<file path="src/rtl/cache_refill_ctrl.sv">
// Cache refill controller: serves read hits from the cache, refills missing lines from memory, writes through.
// Latency (mem_ready high): read hit 2, read miss 7, write miss 3, write hit 8 cycles; stalls on mem_ready with timeout abort.
module cache_refill_ctrl #(
  parameter int ADDR_W  = 15,
  parameter int DATA_W  = 32,
  parameter int TIMEOUT = 255
) (
  input  logic                  clk,
  input  logic                  rst,
  input  logic                  cpu_rd,
  input  logic                  cpu_wr,
  input  logic [ADDR_W-1:0]     cpu_addr,
  input  logic [DATA_W-1:0]     cpu_wdata,
  output logic [DATA_W-1:0]     cpu_rdata,
  output logic                  cpu_ready,
  output logic                  cpu_err,
  output logic [ADDR_W-1:0]     cache_addr,
  output logic                  cache_re,
  input  logic                  cache_hit,
  input  logic [DATA_W-1:0]     cache_data,
  output logic                  cache_we,
  output logic [4*DATA_W-1:0]   cache_line,
  output logic                  mem_rd,
  output logic                  mem_wr,
  output logic [ADDR_W-1:0]     mem_addr,
  output logic [DATA_W-1:0]     mem_wdata,
  input  logic [DATA_W-1:0]     mem_rdata,
  input  logic                  mem_ready
);
  localparam int CNT_W = $clog2(TIMEOUT + 1);

  typedef enum logic [2:0] {IDLE, LOOKUP, WRITE_THRU, FILL, WRITE_LINE, RESPOND} state_t;
  state_t state, state_nxt;

  logic [ADDR_W-1:0]   addr_q;
  logic [DATA_W-1:0]   wdata_q;
  logic                is_wr;
  logic                hit_q;
  logic [1:0]          beat;
  logic [CNT_W-1:0]    tmo_cnt;
  logic [4*DATA_W-1:0] line_buf;
  logic                timed_out;
  logic                mem_wait;

  assign timed_out = (tmo_cnt == CNT_W'(TIMEOUT));
  assign mem_wait  = (state == WRITE_THRU) || (state == FILL);

  always_ff @(posedge clk or negedge rst) begin
    if (!rst) state <= IDLE;
    else      state <= state_nxt;
  end

  always_comb begin
    state_nxt = state;
    case (state)
      IDLE:       if (cpu_wr || cpu_rd) state_nxt = LOOKUP;
      LOOKUP:     if (is_wr)          state_nxt = WRITE_THRU;
                  else if (cache_hit) state_nxt = RESPOND;
                  else                state_nxt = FILL;
      WRITE_THRU: if (timed_out)      state_nxt = IDLE;
                  else if (mem_ready) state_nxt = hit_q ? FILL : RESPOND;
      FILL:       if (timed_out)      state_nxt = IDLE;
                  else if (mem_ready && beat == 2'd3) state_nxt = WRITE_LINE;
      WRITE_LINE:                     state_nxt = RESPOND;
      RESPOND:                        state_nxt = IDLE;
      default:                        state_nxt = IDLE;
    endcase
  end

  // A timed-out wait state drops the memory request and reports completion with error in the same cycle.
  always_comb begin
    cpu_ready  = 1'b0;
    cpu_err    = 1'b0;
    cache_addr = '0;
    cache_re   = 1'b0;
    cache_we   = 1'b0;
    cache_line = '0;
    mem_rd     = 1'b0;
    mem_wr     = 1'b0;
    mem_addr   = '0;
    mem_wdata  = '0;
    case (state)
      LOOKUP: begin
        cache_re   = 1'b1;
        cache_addr = addr_q;
      end
      WRITE_THRU: begin
        if (timed_out) begin
          cpu_ready = 1'b1;
          cpu_err   = 1'b1;
        end else begin
          mem_wr    = 1'b1;
          mem_addr  = addr_q;
          mem_wdata = wdata_q;
        end
      end
      FILL: begin
        if (timed_out) begin
          cpu_ready = 1'b1;
          cpu_err   = 1'b1;
        end else begin
          mem_rd   = 1'b1;
          mem_addr = {addr_q[ADDR_W-1:2], beat};
        end
      end
      WRITE_LINE: begin
        cache_we   = 1'b1;
        cache_addr = {addr_q[ADDR_W-1:2], 2'b00};
        cache_line = line_buf;
      end
      RESPOND: cpu_ready = 1'b1;
      default: ;
    endcase
  end

  always_ff @(posedge clk or negedge rst) begin
    if (!rst) begin
      addr_q    <= '0;
      wdata_q   <= '0;
      is_wr     <= 1'b0;
      hit_q     <= 1'b0;
      beat      <= '0;
      tmo_cnt   <= '0;
      line_buf  <= '0;
      cpu_rdata <= '0;
    end else begin
      if (mem_wait && !mem_ready && !timed_out) tmo_cnt <= tmo_cnt + CNT_W'(1);
      else                                      tmo_cnt <= '0;
      case (state)
        IDLE: begin
          if (cpu_wr || cpu_rd) begin
            addr_q  <= cpu_addr;
            wdata_q <= cpu_wdata;
            is_wr   <= cpu_wr;
          end
        end
        LOOKUP: begin
          hit_q <= cache_hit;
          beat  <= '0;
          if (!is_wr && cache_hit) cpu_rdata <= cache_data;
        end
        WRITE_THRU: beat <= '0;
        FILL: begin
          if (mem_ready && !timed_out) begin
            line_buf[DATA_W*int'(beat) +: DATA_W] <= mem_rdata;
            beat <= beat + 2'd1;
          end
        end
        WRITE_LINE: begin
          if (!is_wr) cpu_rdata <= line_buf[DATA_W*int'(addr_q[1:0]) +: DATA_W];
        end
        default: ;
      endcase
    end
  end
endmodule

</file>
<file path="config.mk">
export PLATFORM = sky130hd
export DESIGN_NAME = cache_refill_ctrl
export DESIGN_NICKNAME = d
export VERILOG_FILES = /design/src/rtl/cache_refill_ctrl.sv
export SDC_FILE = /design/constraint.sdc
export NUM_CORES = 1
export LEC_CHECK = 0
export ABC_AREA = 1
export BUFFER_PORTS_ARGS = -buffer_cell sky130_fd_sc_hd__clkbuf_2
export CELL_PAD_IN_SITES_DETAIL_PLACEMENT = 0
export CELL_PAD_IN_SITES_GLOBAL_PLACEMENT = 1
export CORE_ASPECT_RATIO = 0.7
export CORE_MARGIN = 3
export CORE_UTILIZATION = 33
export DETAILED_ROUTE_END_ITERATION = 8
export PLACE_DENSITY_LB_ADDON = 0.1
export SLEW_MARGIN = 5
export SYNTH_ARGS = -nofsm -noshare
export SYNTH_HDL_FRONTEND = slang
export SYNTH_SLANG_ARGS = --single-unit
</file>
<file path="constraint.sdc">
create_clock -name clk -period 2.1 [get_ports clk]
set_input_delay 0.21 -clock clk [delete_from_list [all_inputs] [get_ports clk]]
set_output_delay 0.21 -clock clk [all_outputs]
set_load 0.005 [all_outputs]
</file>
# After elaboration in Yosys (flattened, before gate mapping)
# Cells that the tools add are included.
# classes
n_addsub,3
eq_ne,13
n_shift,3
n_mux,31
n_reduce_logical,20
# ops
cell,count
$bwmux W128,1
$mux W128,1
$mux W32,4
$shift A32 B33 Y128 const A,1
$shiftx A128 B8 Y32,1
$shiftx A32 B33 Y128,1
$pmux W32 S2,1
$pmux W15 S2,2
$neg A7 Y33,1
$mux W15,2
$mux W3,8
$pmux W3 S5,1
$add A8 B1 Y8 const B,1
$eq A8 B8 Y1 const B,1
$mux W8,1
$mux W1,7
$eq A3 B2 Y1 const B,2
$eq A3 B3 Y1 const B,2
$ne A2 B2 Y1 const B,3
$reduce_and A2 Y1,3
$reduce_and A3 Y1,2
$logic_and A1 B1 Y1,5
$pmux W2 S2,1
$reduce_bool A2 Y1,2
other kinds (12),16
# totals
register_bits,222
out_inout_bits,228

# Depth between registers and ports, before layout
# depth
depth_word,5
ltp_mapped,10

# Worst setup path before layout
# Ideal clock, no wire load.
# synth_path
kind,register to register
start,register beat[0]
end,register line_buf[45]
arrival_time_ns,1.966
t_required_ns,1.970
path_slack_ns,0.004
path_stages_with_launch,10
n_path_buf,3
path_cell_list,dfrtp_1 > buf_2 > clkinv_1 > ha_1 > nand2_1 > clkbuf_1 > clkbuf_1 > nor2_1 > nand2_1 > o21ai_0
# synth_between
elab_chain_len,3
# synth_rtl
item,line,rtl
from (decl),39,logic [1:0] beat;
from (signal assigned),146,beat <= beat + 2'd1;
$neg A7 Y33 (*),145,line_buf[DATA_W*int'(beat) +: DATA_W] <= mem_rdata;
$shiftx A32 B33 Y128 or $shift A32 B33 Y128 (tied branches),145,
$bwmux W128 (*),145,
"to (signal, indexed assignment)",145,
to (decl),41,logic [4*DATA_W-1:0] line_buf;
# Every way passes the cells marked *; elsewhere a longest branch is shown, timed or not.
# A chain may end at the register's enable or synchronous reset.

# Worst setup path after layout
# layout_path
start,register tmo_cnt[1]
end,output port mem_addr[13]
# layout_between
elab_chain_len,3
# layout_rtl
item,line,rtl
from (decl),40,logic [CNT_W-1:0] tmo_cnt;
from (signal assigned),127,if (mem_wait && !mem_ready && !timed_out) tmo_cnt <= tmo_cnt + CNT_W'(1);
$eq A8 B8 Y1 (*),45,assign timed_out = (tmo_cnt == CNT_W'(TIMEOUT));
$mux W15 (on tied branches),"98, 88",
$pmux W15 S2 (*),82,case (state)
to (decl),25,"output logic [ADDR_W-1:0] mem_addr,"
# Marks and branches as above.

==> impl_metrics.json <==
{
  "grt.overflow.total": 0,
  "gr-usage-all-layers_pct": 24.5,
  "timing.critical_path.to": "mem_addr[13]",
  "synth_area_per_cell_um2": 6.93,
  "crit_chain": "ha_2 -> nand2_2 -> nor2_4 -> nand2_4 -> buf_6 -> buf_12 -> clkinvlp_4 -> nor3_2 -> buf_2",
  "clk_latency_ns": 0.53,
  "utilization_pct": 52.9,
  "power_density_nw_per_um2": 1240,
  "worst_hold_startpoint": "cache_data[23]",
  "synth_sequential_area_ratio_pct": 47.3,
  "critPathLaunch": "tmo_cnt[1]",
  "ys.flop_type": "sky130_fd_sc_hd__dfrtp_1",
  "syn_nets": 1819,
  "worstPathMaxFanout": 6,
  "ir_worst_vdd_uv": 665,
  "p_total_w": 0.0229,
  "final_hold_viol_count": 0,
  "total_of_warnings_raised_by_yosys": 0,
  "routed-via-count": 12680,
  "clock_power_share_pct": 19.6,
  "die_boundary_width_um": 231,
  "first_global_vias": 12632,
  "fin_crit_ns": 2.20,
  "power.share.sequential_pct": 27.5,
  "detail-route-antenna-nets": 0,
  "cp_slowest_stage_delay_ns": 0.38,
  "routabilityCongestion": 0.811,
  "worst_path_max_delay_cell": "sky130_fd_sc_hd__dfrtp_1",
  "tritonroute_pass_1_iters": 5,
  "detail_route.drc_violations": 0,
  "cell_internal_pwr_w": 0.0130,
  "reg2reg_to": "line_buf[56]",
  "worst_setup_path_start_kind": "register",
  "netlist-cell-type-count": 33,
  "placeable_core_region_um2": 34900,
  "first_pass_grt_wire_length_um": 72800,
  "critPathCaptureType": "output port",
  "n_antenna_cell": 0,
  "finalSetupViolations": 124,
  "power.net_switching_w": 0.00996,
  "reg2reg_depth": 11,
  "failed_checks": "setup timing",
  "cts_tree": "yes",
  "finalWirelength_um": 48600,
  "ys_ff_latch": 222,
  "die_area_um2": 37900,
  "die_height_um": 164,
  "mostFrequentLayoutCell": "sky130_fd_sc_hd__nand2_1",
  "worst_r2r_startpoint": "state[0]",
  "synthCells": 1696,
  "crit_arrival_ns": 1.99,
  "switching_part_of_the_total_power_pct": 43.5,
  "worst-r2r-setup-slack_ns": 0.09,
  "actual_slew_at_the_worst_max_slew_pin_ns": 0.778,
  "layout_setup_ws_ns": -0.101,
  "max_slew_margin_pct": 48.1,
  "htree_num_levels": 1,
  "clk_pin_slew_worst_paths_ns": 0.06,
  "cts-buffers-inserted": 25,
  "power_frac_comb_pct": 52.9,
  "cts_buffer_depth": 3,
  "outcome": "complete, but fails checks",
  "max_cap_viol_count": 0,
  "syn_area_um2": 11700,
  "dr.first_iter.drc_count": 881,
  "portBuffers": 344,
  "grt_max_degree": 96,
  "nets": 2310,
  "detailed_place_hpwl_um": 30500,
  "layout_worst_path_cycle_share_pct": 105,
  "area_growth_from_synthesis_to_layout_pct": 56.9,
  "setup.worst_path.class": "register to output port",
  "p_leak_nw": 9.54,
  "i_o_pin_count": 345,
  "worst-endpoint-required_ns": 1.89,
  "initial_cell_density_of_the_core_pct": 33.7,
  "hp-class": "input port to register",
  "detail_route.wl_per_cell_um": 18.2,
  "viasPerCell": 4.74,
  "number_of_flops_mapped_to_enable_cells_by_yosys": 0,
  "cell_chosen_for_the_clock_root": "sky130_fd_sc_hd__clkbuf_16",
  "grt_setup_unrepaired": "true",
  "timing.final.max_slew_violations": 0,
  "num_rows": 57,
  "cts_sinks": 222,
  "antenna_found_initial": 0,
  "fmaxAchievable_ghz": 0.454,
  "drive_above_1_share_pct": 30.8,
  "commonest_non_fill_non_tap_cells_in_the_layout": "450 x sky130_fd_sc_hd__nand2_1, 243 x sky130_fd_sc_hd__clkbuf_2, 229 x sky130_fd_sc_hd__inv_1",
  "postSynth.asyncResetShare_pct": 100,
  "timing.clock.skew_ns": 0.0144
}
power groups by stage:
stage / clock network [W] / logic [W] / registers, W
finish: 0.00450 / 0.0121 / 0.00631
global route: 0.00477 / 0.0133 / 0.00648
CTS: 0.00461 / 0.0104 / 0.00631
detailed placement: 0 / 0.00905 / 0.00635
global placement: 0 / 0.00896 / 0.00634
floorplan: 0 / 0.00508 / 0.00616
worst min path at each step:
stage                          to  slack (ns)  cells after the start
CTS                 cpu_rdata[23]       0.004                      5
global placement        addr_q[2]        0.21                      1
floorplan               addr_q[0]       -0.09                      0
global route        cpu_rdata[23]        0.04                      5
detailed placement      addr_q[8]        0.21                      1
finish              cpu_rdata[23]        0.02                      5
cell families after synthesis:
| group | share of synthesized area [%] |
|---|---|
| buf+inv | 11.4 |
| compound gates | 7.00 |
| fa+ha+maj | 0.639 |
| flops | 47.3 |
| xor+xnor | 0.0746 |
| simple gates | 33.6 |
critical path: cells and delay by family, from the launching register on:
family        cells  cell delay [ns]
fa+ha+maj         1             0.19
buf+inv           4             0.52
simple gates      4             0.37
flops             1             0.38
per-layer routing:
metal / routed length (um) / up-vias / global-route usage [%]
met3: 2590 / 57 / 3.83
met4: 978 / 0 / 5.21
met2: 22400 / 337 / 40.1
met5: 0 / - / 0
met1: 22600 / 6105 / 34.5
li1: - / 6181 / -
layout make-up:
type,count,area (um2)
clock buffer,39,788
clock inverter,2,35.0
fill,3448,16400
inverter,241,925
multi-input combinational,1133,6030
sequential,222,5570
tap,472,591
timing repair buffer,562,4490
timing repair inverter,2,15.0
flip-flops by register name, indices dropped and copies added (netlist names):
register,count
beat,2
cpu_rdata,32
tmo_cnt,8
wdata_q,32
state,3
hit_q,1
is_wr,1
addr_q,15
line_buf,128
through the flow:
| stage | setup WS, ns | setup TNS [ns] | hold WS (ns) | instances | area [um2] |
|---|---|---|---|---|---|
| global route | -0.217 | -16.55 | 0.0432 | 2673 | 18400 |
| finish | -0.101 | -3.28 | 0.0217 | 2673 | 18400 |
| detailed placement | 0.167 | 0 | 0.213 | 2465 | 14300 |
| CTS | -0.147 | -6.95 | 0.00426 | 2643 | 17000 |
| global placement | 0.225 | 0 | 0.210 | 2465 | 14300 |
| floorplan | 0.00415 | 0 | -0.0856 | 1696 | 11700 |
synth_stat cells, types with 2 or more instances:
| cell type | number | area (um2) |
|---|---|---|
| sky130_fd_sc_hd__nand2_1 | 456 | 1710 |
| sky130_fd_sc_hd__nor2_1 | 293 | 1100 |
| sky130_fd_sc_hd__inv_1 | 235 | 882 |
| sky130_fd_sc_hd__dfrtp_1 | 222 | 5560 |
| sky130_fd_sc_hd__nand3_1 | 168 | 841 |
| sky130_fd_sc_hd__o21ai_0 | 99 | 495 |
| sky130_fd_sc_hd__clkbuf_1 | 63 | 236 |
| sky130_fd_sc_hd__a21oi_1 | 50 | 250 |
| sky130_fd_sc_hd__nor3_1 | 29 | 145 |
| sky130_fd_sc_hd__buf_2 | 27 | 135 |
| sky130_fd_sc_hd__buf_1 | 9 | 33.8 |
| sky130_fd_sc_hd__ha_1 | 6 | 75.1 |
| sky130_fd_sc_hd__o21ai_1 | 6 | 30.0 |
| sky130_fd_sc_hd__inv_2 | 4 | 15.0 |
| sky130_fd_sc_hd__nor3b_1 | 3 | 22.5 |
| sky130_fd_sc_hd__o22ai_1 | 3 | 18.8 |
| sky130_fd_sc_hd__buf_6 | 2 | 22.5 |
| sky130_fd_sc_hd__clkinv_1 | 2 | 7.51 |
| sky130_fd_sc_hd__nand2_2 | 2 | 12.5 |
| sky130_fd_sc_hd__nand4_1 | 2 | 12.5 |
| sky130_fd_sc_hd__nor2_2 | 2 | 12.5 |
| sky130_fd_sc_hd__nor2_4 | 2 | 22.5 |
timing repair:
action                     4_1_cts  5_1_grt
cloned                          11       12
hold buffers                   113        0
pin swaps                        9       12
gates resized for setup        117      346
hold endpoints to repair       198        0
buffers inserted                13       21
setup endpoints to repair      192      203
(Power assumes the default switching activity.)
